File: config.mk
export PLATFORM = sky130hd
export DESIGN_NAME = histogram_peak_finder
export DESIGN_NICKNAME = d
export VERILOG_FILES = /design/src/rtl/lane_det_pkg.sv /design/src/rtl/peak_topk_list.sv /design/src/rtl/histogram_peak_finder.sv
export SDC_FILE = /design/constraint.sdc
export NUM_CORES = 1
export LEC_CHECK = 0
export CORE_MARGIN = 5
export CORE_UTILIZATION = 55
export CTS_BUF_LIST = sky130_fd_sc_hd__clkbuf_4 sky130_fd_sc_hd__clkbuf_8
export CTS_CLUSTER_DIAMETER = 200
export CTS_CLUSTER_SIZE = 10
export DETAILED_ROUTE_END_ITERATION = 8
export HOLD_SLACK_MARGIN = 0.08
export PLACE_DENSITY = 0.77
export SYNTH_ARGS = -nofsm -noshare
export SYNTH_HDL_FRONTEND = slang
export SYNTH_SLANG_ARGS = --single-unit
File: constraint.sdc
create_clock -name clk -period 12.2 [get_ports clk]
set_input_delay 2.44 -clock clk [delete_from_list [all_inputs] [get_ports clk]]
set_output_delay 2.44 -clock clk [all_outputs]
set_load 0.02 [all_outputs]
File: src/rtl/lane_det_pkg.sv
// Shared types and width helpers for the lane-detection pipeline blocks.
package lane_det_pkg;

  typedef enum logic [1:0] {
    COLLECT,
    FLUSH,
    EMIT
  } hpf_state_t;

  // Width that can hold values 0..w (column index or pixel count).
  function automatic int pos_width(input int w);
    return $clog2(w) + 1;
  endfunction

  // Width that can hold a count 0..n.
  function automatic int count_width(input int n);
    return $clog2(n + 1);
  endfunction

endpackage

File: src/rtl/peak_topk_list.sv
// Sorted top-K list of (position, height) pairs; descending height, ties keep the
// earlier insertion ahead of later ones.
module peak_topk_list
  import lane_det_pkg::*;
#(
  parameter int MAX_POINTS = 5,
  parameter int POS_W      = 10,
  parameter int HEIGHT_W   = 10,
  localparam int IDX_W     = count_width(MAX_POINTS)
) (
  input  logic                                 clk,
  input  logic                                 rst,
  input  logic                                 clr,
  input  logic                                 ins_en,
  input  logic [POS_W-1:0]                     ins_pos,
  input  logic [HEIGHT_W-1:0]                  ins_height,
  output logic [MAX_POINTS-1:0][POS_W-1:0]     list_pos,
  output logic [MAX_POINTS-1:0][HEIGHT_W-1:0]  list_height,
  output logic [IDX_W-1:0]                     list_count
);

  logic [IDX_W-1:0] ins_idx;

  // Valid entries form a sorted prefix, so the last slot that is >= the candidate
  // gives the insertion index.
  always_comb begin
    // NOTE: assign a default before the loop so no path leaves ins_idx unassigned (no latch).
    ins_idx = '0;
    for (int i = 0; i < MAX_POINTS; i++) begin
      if (IDX_W'(i) < list_count && list_height[i] >= ins_height)
        ins_idx = IDX_W'(i + 1);
    end
  end

  always_ff @(posedge clk or posedge rst) begin
    // NOTE: state updates use non-blocking assignments so the shift reads pre-edge slot values.
    if (rst) begin
      list_pos    <= '0;
      list_height <= '0;
      list_count  <= '0;
    end else if (clr) begin
      list_pos    <= '0;
      list_height <= '0;
      list_count  <= '0;
    end else if (ins_en && ins_idx < IDX_W'(MAX_POINTS)) begin
      if (ins_idx == '0) begin
        list_pos[0]    <= ins_pos;
        list_height[0] <= ins_height;
      end
      for (int i = 1; i < MAX_POINTS; i++) begin
        if (IDX_W'(i) == ins_idx) begin
          list_pos[i]    <= ins_pos;
          list_height[i] <= ins_height;
        end else if (IDX_W'(i) > ins_idx) begin
          list_pos[i]    <= list_pos[i-1];
          list_height[i] <= list_height[i-1];
        end
      end
      if (list_count < IDX_W'(MAX_POINTS))
        list_count <= list_count + IDX_W'(1);
    end
  end

endmodule

File: src/rtl/histogram_peak_finder.sv
// Streams a column histogram, finds local maxima >= MIN_PEAK, keeps the MAX_POINTS
// highest and publishes them with a one-cycle peaks_valid pulse at end of line.
module histogram_peak_finder
  import lane_det_pkg::*;
#(
  parameter int IMG_WIDTH  = 416,
  parameter int IMG_HEIGHT = 416,
  parameter int MAX_POINTS = 5,
  parameter int MIN_PEAK   = 20,
  localparam int HIST_W    = pos_width(IMG_HEIGHT),
  localparam int OUT_W     = pos_width(IMG_WIDTH),
  localparam int CNT_W     = count_width(MAX_POINTS)
) (
  input  logic                               clk,
  input  logic                               rst,
  input  logic                               hist_valid,
  output logic                               hist_ready,
  input  logic [HIST_W-1:0]                  hist_data,
  output logic [MAX_POINTS-1:0][OUT_W-1:0]   peak_pos,
  output logic [MAX_POINTS-1:0][OUT_W-1:0]   peak_height,
  output logic [CNT_W-1:0]                   peak_count,
  output logic                               peaks_valid
);

  localparam logic [31:0] SAT_MAX = (32'd1 << OUT_W) - 32'd1;

  hpf_state_t state, state_next;

  logic [OUT_W-1:0]  col_cnt;
  logic [HIST_W-1:0] left, cur;
  logic              accept, last_col;

  logic [HIST_W-1:0] cand_right;
  logic [OUT_W-1:0]  cand_pos;
  logic              ins_en;

  logic [MAX_POINTS-1:0][OUT_W-1:0]  list_pos;
  logic [MAX_POINTS-1:0][HIST_W-1:0] list_height;
  logic [CNT_W-1:0]                  list_count;

  assign accept   = hist_valid && hist_ready;
  assign last_col = (col_cnt == OUT_W'(IMG_WIDTH - 1));

  always_ff @(posedge clk or posedge rst) begin
    if (rst) state <= COLLECT;
    else     state <= state_next;
  end

  always_comb begin
    state_next = state;
    case (state)
      COLLECT: if (accept && last_col) state_next = FLUSH;
      FLUSH:   state_next = EMIT;
      EMIT:    state_next = COLLECT;
      default: state_next = COLLECT;
    endcase
  end

  always_comb begin
    hist_ready = (state == COLLECT);
  end

  // Column c-1 is judged when column c arrives; in FLUSH the right neighbour is the
  // virtual zero column past the edge.
  always_comb begin
    cand_right = (state == FLUSH) ? '0 : hist_data;
    cand_pos   = (state == FLUSH) ? OUT_W'(IMG_WIDTH - 1) : col_cnt - OUT_W'(1);
    ins_en     = ((state == COLLECT && accept && col_cnt != '0) || state == FLUSH)
                 && cur > left && cur >= cand_right && cur >= HIST_W'(MIN_PEAK);
  end

  peak_topk_list #(
    .MAX_POINTS (MAX_POINTS),
    .POS_W      (OUT_W),
    .HEIGHT_W   (HIST_W)
  ) u_list (
    .clk         (clk),
    .rst         (rst),
    .clr         (state == EMIT),
    .ins_en      (ins_en),
    .ins_pos     (cand_pos),
    .ins_height  (cur),
    .list_pos    (list_pos),
    .list_height (list_height),
    .list_count  (list_count)
  );

  always_ff @(posedge clk or posedge rst) begin
    if (rst) begin
      col_cnt     <= '0;
      left        <= '0;
      cur         <= '0;
      peak_pos    <= '0;
      peak_height <= '0;
      peak_count  <= '0;
      peaks_valid <= 1'b0;
    end else begin
      peaks_valid <= 1'b0;
      case (state)
        COLLECT: begin
          if (accept) begin
            left    <= cur;
            cur     <= hist_data;
            col_cnt <= col_cnt + OUT_W'(1);
          end
        end
        EMIT: begin
          left        <= '0;
          cur         <= '0;
          col_cnt     <= '0;
          peak_pos    <= list_pos;
          peak_count  <= list_count;
          peaks_valid <= 1'b1;
          // Heights are kept at full width internally and only clipped here.
          for (int i = 0; i < MAX_POINTS; i++) begin
            if (32'(list_height[i]) > SAT_MAX) peak_height[i] <= '1;
            else                               peak_height[i] <= OUT_W'(list_height[i]);
          end
        end
        default: ;
      endcase
    end
  end

endmodule

Yosys cells after proc, flatten, opt, wreduce, memory -nomap -nowiden. Cells that the tools add are included.

Bits in registers: 239. Output and inout bits: 105. Logic and storage cells: 131.

$add $sub $neg: 3. $lt $le $gt $ge: 19. Equal/unequal tests: 9. Mux-type cells: 41. Reductions and logical operators: 32.

Operator list (count): 10-bit 2-to-1 mux (23); 50-bit 2-to-1 mux (4); 10-bit greater-or-equal comparator (6); 10-bit case mux with 2 select lines (3); 3-bit 2-to-1 mux (5); 2-bit AND reduction (7); 1-bit logical AND (13); 3-bit nonzero test (4); 10-bit by 1-bit adder with 10-bit output (second input constant) (1); 10-bit by 9-bit == test with 1-bit output (second input constant) (1); 10-bit by 5-bit greater-or-equal comparator with 1-bit output (second input constant) (1); 10-bit > comparator (1); 10-bit nonzero test (1); 10-bit by 1-bit subtractor with 10-bit output (second input constant) (1); 2-bit nonzero test (4); 2-bit by 3-bit == test with 1-bit output (first input constant) (2); 2-bit by 3-bit > comparator with 1-bit output (first input constant) (2); 1-bit by 3-bit less-than comparator with 1-bit output (first input constant) (2); 2-bit by 3-bit less-than comparator with 1-bit output (first input constant) (2); 3-bit less-than comparator (second input constant) (2); 2-bit 2-to-1 mux (3); 2-bit by 1-bit inequality test with 1-bit output (second input constant) (2); 2-bit case mux with 2 select lines (1); 3-bit by 1-bit adder with 3-bit output (second input constant) (1); other kinds (11) (12).

Logic depth before layout (Yosys ltp).
Word-level depth: 12. Depth in mapped cells: 14. Mapped depth without buffers: 10.

Cells and area by module. A second synthesis with hierarchy kept.

Cell total of the unflattened synthesis: 1267. Area, all modules: 11965.2 um^2.

By module, submodules not included: peak_topk_list (instances 1, cells an instance 581, area each 6005.8 um^2, seq. area each 2577.5 um^2); histogram_peak_finder (instances 1, cells an instance 686, area each 5959.5 um^2, seq. area each 3403.3 um^2).

Worst setup path after synthesis. No wires, ideal clock.

Path type: in2reg. Start point: in hist_data[5]. End point: reg u_list.list_pos[8] (netlist name). Library setup time: 0.128 ns. Arrival time: 4.276 ns. Required time: 12.072 ns. Slack: 7.796 ns. Stages: 11. Path buffers: 2. Cells stage by stage: nand2_1 ha_1 o21ai_0 nor3_1 a21o_1 nand4_2 nand2b_4 buf_6 a2111oi_4 buf_6 mux2_1.

Longest elaborated chain between the ends: 7.

Ends and longest elaborated chain: from (decl) (RTL line histogram_peak_finder.sv:18) `input logic [HIST_W-1:0] hist_data,`; 10-bit 2-to-1 mux (RTL line histogram_peak_finder.sv:66) `cand_right = (state == FLUSH) ? '0 : hist_data;`; 10-bit greater-or-equal comparator (RTL line histogram_peak_finder.sv:69) `&& cur > left && cur >= cand_right && cur >= HIST_W'(MIN_PEAK);`; 1-bit logical AND (2 in a row) (RTL line histogram_peak_finder.sv:69); 1-bit logical AND (RTL line peak_topk_list.sv:45) `end else if (ins_en && ins_idx < IDX_W'(MAX_POINTS)) begin`; 2-bit nonzero test (no source line); 2-bit AND reduction (no source line); to (signal, indexed assignment) (RTL line peak_topk_list.sv:52) `list_pos[i] <= ins_pos;`; to (signal, indexed assignment) (RTL line peak_topk_list.sv:55) `list_pos[i] <= list_pos[i-1];`; to (decl) (RTL line peak_topk_list.sv:17) `output logic [MAX_POINTS-1:0][POS_W-1:0] list_pos,`.

Every way passes these cells. A chain may end at the register's enable or synchronous reset.

Worst setup path after layout.
Start point: in hist_data[5]. End point: reg u_list.list_pos[14] (netlist name).

Same word-level chain as after synthesis.

==> impl_metrics.ini <==
[run_status]
status = complete, no violations

[logic_synthesis]
yosys-top-cells-area = dfrtp_1 (49%), nand2_1 (12%), ha_1 (7.6%)
yosys_warnings = 0
synth-main-ff-cell = dfrtp_1
synth_edf_count = 0
syn-mean-instance-area_um2 = 9.374
netlist_top_cells_count = nand2_1 (386), dfrtp_1 (239), mux2i_1 (92), ha_1 (74), nand3_1 (71)
ys_seq_elements = 239
synth_largest_area_cell = dfrtp_1
yosysSeqAreaShare_pct = 49.34
synth_most_common_cell = nand2_1
syn_inst = 1293
synth_top_area_share_pct = 49.34
syn_area_mm2 = 0.01212
postSynthNetCount = 1380
synth_cell_types = 59
synthArstFlopShare_pct = 100.0

[timing]
rsz0062_at_grt = false
finalSetupTns_ps = 0
period_needed_ps = 5261
hold_viol_final = 0
tightest_slew_ps = 1266
layout_setup_ws_ps = 6939
maxSlewHeadroom_pct = 15.62
timing.final.crit_share_pct = 43.12
drv_slew = 0
finalSetupViolCount = 0
maxClockFrequency_ghz = 0.1901
skew_ps = 19.57

[detailed_routing]
dr.pass1.iters = 5
wl_per_cell_um = 18.73
wl_um = 30910
initialDrtViolationCount = 834
dr_total_vias = 9690
drc_errors = 0
via_per_inst = 5.873
antenna_left = 0

[global_routing]
grt_use_met3_pct = 3.615
grt_pass1_vias = 9612
grt_usage_pct = 24.94
grt.busiest_layer = met1
use_met1_pct = 38.32
grt_pass1_wl_um = 50630
antenna_found_initial = 0
use_met2_pct = 36.91
grt_max_degree = 121
overflow = 0

[worst_setup_path]
required_ps = 12600
critPathLaunch = hist_data[5]
worstSetupPathType = input port to register
cpLargestDelayFamily = simple AND/OR/NAND/NOR gates
max_stage_delay_ps = 660
critPathLaunchType = input port
worstSetupEndpointType = register
worst-path-buf-inv = 1
critPathSlowestCell = or2_1
crit_path_max_fanout = 63
cp_cell_sequence = clkdlybuf4s50_1, nand2_1, ha_1, a2111oi_0, o21ai_0, a21o_1, nand4_2, nand2b_4, or2_1, o31ai_1
reg2reg_from = cur[1]
critPathArrivalTime_ps = 5660

[die]
num_rows = 54
dieWidth_um = 158.5
ioPinCount = 118
dieArea_mm2 = 0.02511
start_util_pct = 55.71
core_area_mm2 = 0.02176
die_height_um = 158.5

[placed_design]
io_buffers = 117
hpwl_um = 20880
dpl_worst_slack_ps = 6441
place_area_mm2 = 0.01340
placed_cells = 1621
place_congestion = 0.8944

[cts]
clk_latency_ps = 560
cts_resized = 0
numCtsBuffers = 27
cts_max_path_buffers = 3
cts_tree = done
clockRootBuffer = clkbuf_8
cts_setup_buffers = 0
cts_hold_buf = 0
cts_sinks = 239
htree_levels = 1
clkTransAtPathRegs_ps = 70

[power_and_ir_drop]
powerDensity_mw_per_mm2 = 181.1
vdd_drop_max_uv = 99.66
p_leak_nw = 6.692

[layout]
final_nets = 1457
layout-drive-gt1-share_pct = 4.234
n_fill_cell = 1857
fin_area_mm2 = 0.01379
final_core_util_pct = 63.38
final_cells = 1650
antennaDiodeCount = 0
syn_to_final_growth_pct = 13.76

[job]
drv_cap = 0

[hold_path]
hold_class = register to register
min-delay-start = u_list.list_pos[44]
==> placed cells by master (no fill, tap or decap), types with 6 or more instances in the layout <==
cell type / synthesis / layout
a21o_1: 9 / 9
a21oi_1: 34 / 34
and2_1: 9 / 9
buf_4: 5 / 12
clkbuf_8: 0 / 27
clkdlybuf4s50_1: 0 / 117
dfrtp_1: 239 / 239
ha_1: 74 / 74
inv_1: 31 / 30
mux2i_1: 92 / 92
nand2_1: 386 / 386
nand3_1: 71 / 71
nand4_1: 9 / 9
nor2_1: 23 / 22
nor3_1: 19 / 19
o211ai_1: 19 / 19
o21ai_0: 67 / 67
o21ai_1: 27 / 27
o31ai_1: 20 / 20
o32ai_1: 10 / 10
xnor2_1: 6 / 6
==> per-stage QoR <==
step           total power [mW]  hold slack, ps
4_1_cts                   2.485           477.1
2_1_floorplan             1.771           438.4
6_report                  2.497           466.5
3_3_place_gp              1.969           453.7
3_5_place_dp              2.020           461.0
5_1_grt                   2.665           491.3
==> cells by family (layout without fill, tap and decap cells) <==
logic type      after synthesis  after routing  share of synthesized area, %
mux                          93             93                         7.691
buf+inv                     113            190                         3.923
compound gates              214            214                         11.28
flops                       239            239                         49.34
fa+ha+maj                    74             74                         7.639
xor+xnor                      9              9                        0.6504
simple gates                551            551                         19.47
==> final cells by class <==
| class | count | area, um^2 | share of cell area, % |
|---|---|---|---|
| flip-flops and latches | 239 | 5981 | 43.38 |
| multi-input cells | 941 | 5680 | 41.20 |
| repair buffers | 129 | 1261 | 9.147 |
| clock buffers | 28 | 379.1 | 2.750 |
| well taps | 280 | 350.3 | 2.541 |
| inverters | 32 | 128.9 | 0.9347 |
| clock inverters | 1 | 7.507 | 0.05445 |
==> power breakdown <==
group	total, mW	internal (mW)	switching (mW)
registers	1.18	0.964	0.214
logic	0.855	0.353	0.501
clock network	0.465	0.200	0.264
total	2.50	1.52	0.980
==> routing by layer <==
metal | routed length [um] | part of all wire (%)
met5 | 0 | 0
met1 | 14440 | 47
met2 | 13650 | 44
met4 | 702 | 2.3
met3 | 2112 | 6.8
==> path summary, 6_finish.rpt <==
check / to / slack [ps] / cells after the start
setup / recovery: u_list.list_pos[14] / 6940 / 10
hold / removal: peak_pos[44] / 470 / 2
setup reg to reg: u_list.list_pos[8] / 7860 / 9
hold reg to reg: peak_pos[44] / 470 / 2
max in group asynchronous: peak_height[8] / 8270 / 3
min in group asynchronous: peak_pos[45] / 2420 / 2
==> worst min-delay path, cell delays in order (launching register included) <==
cell and delay (ps):
dfrtp_1 340, nand2_1 50, nand2_1 40
==> state kept, by name, summed over array words and instances, names as in the netlist <==
name                count
peaks_valid             1
col_cnt                10
u_list.list_pos        50
left                   10
state                   2
u_list.list_count       3
peak_height            50
peak_count              3
peak_pos               50
cur                    10
u_list.list_height     50
(Power assumes the default switching activity.)
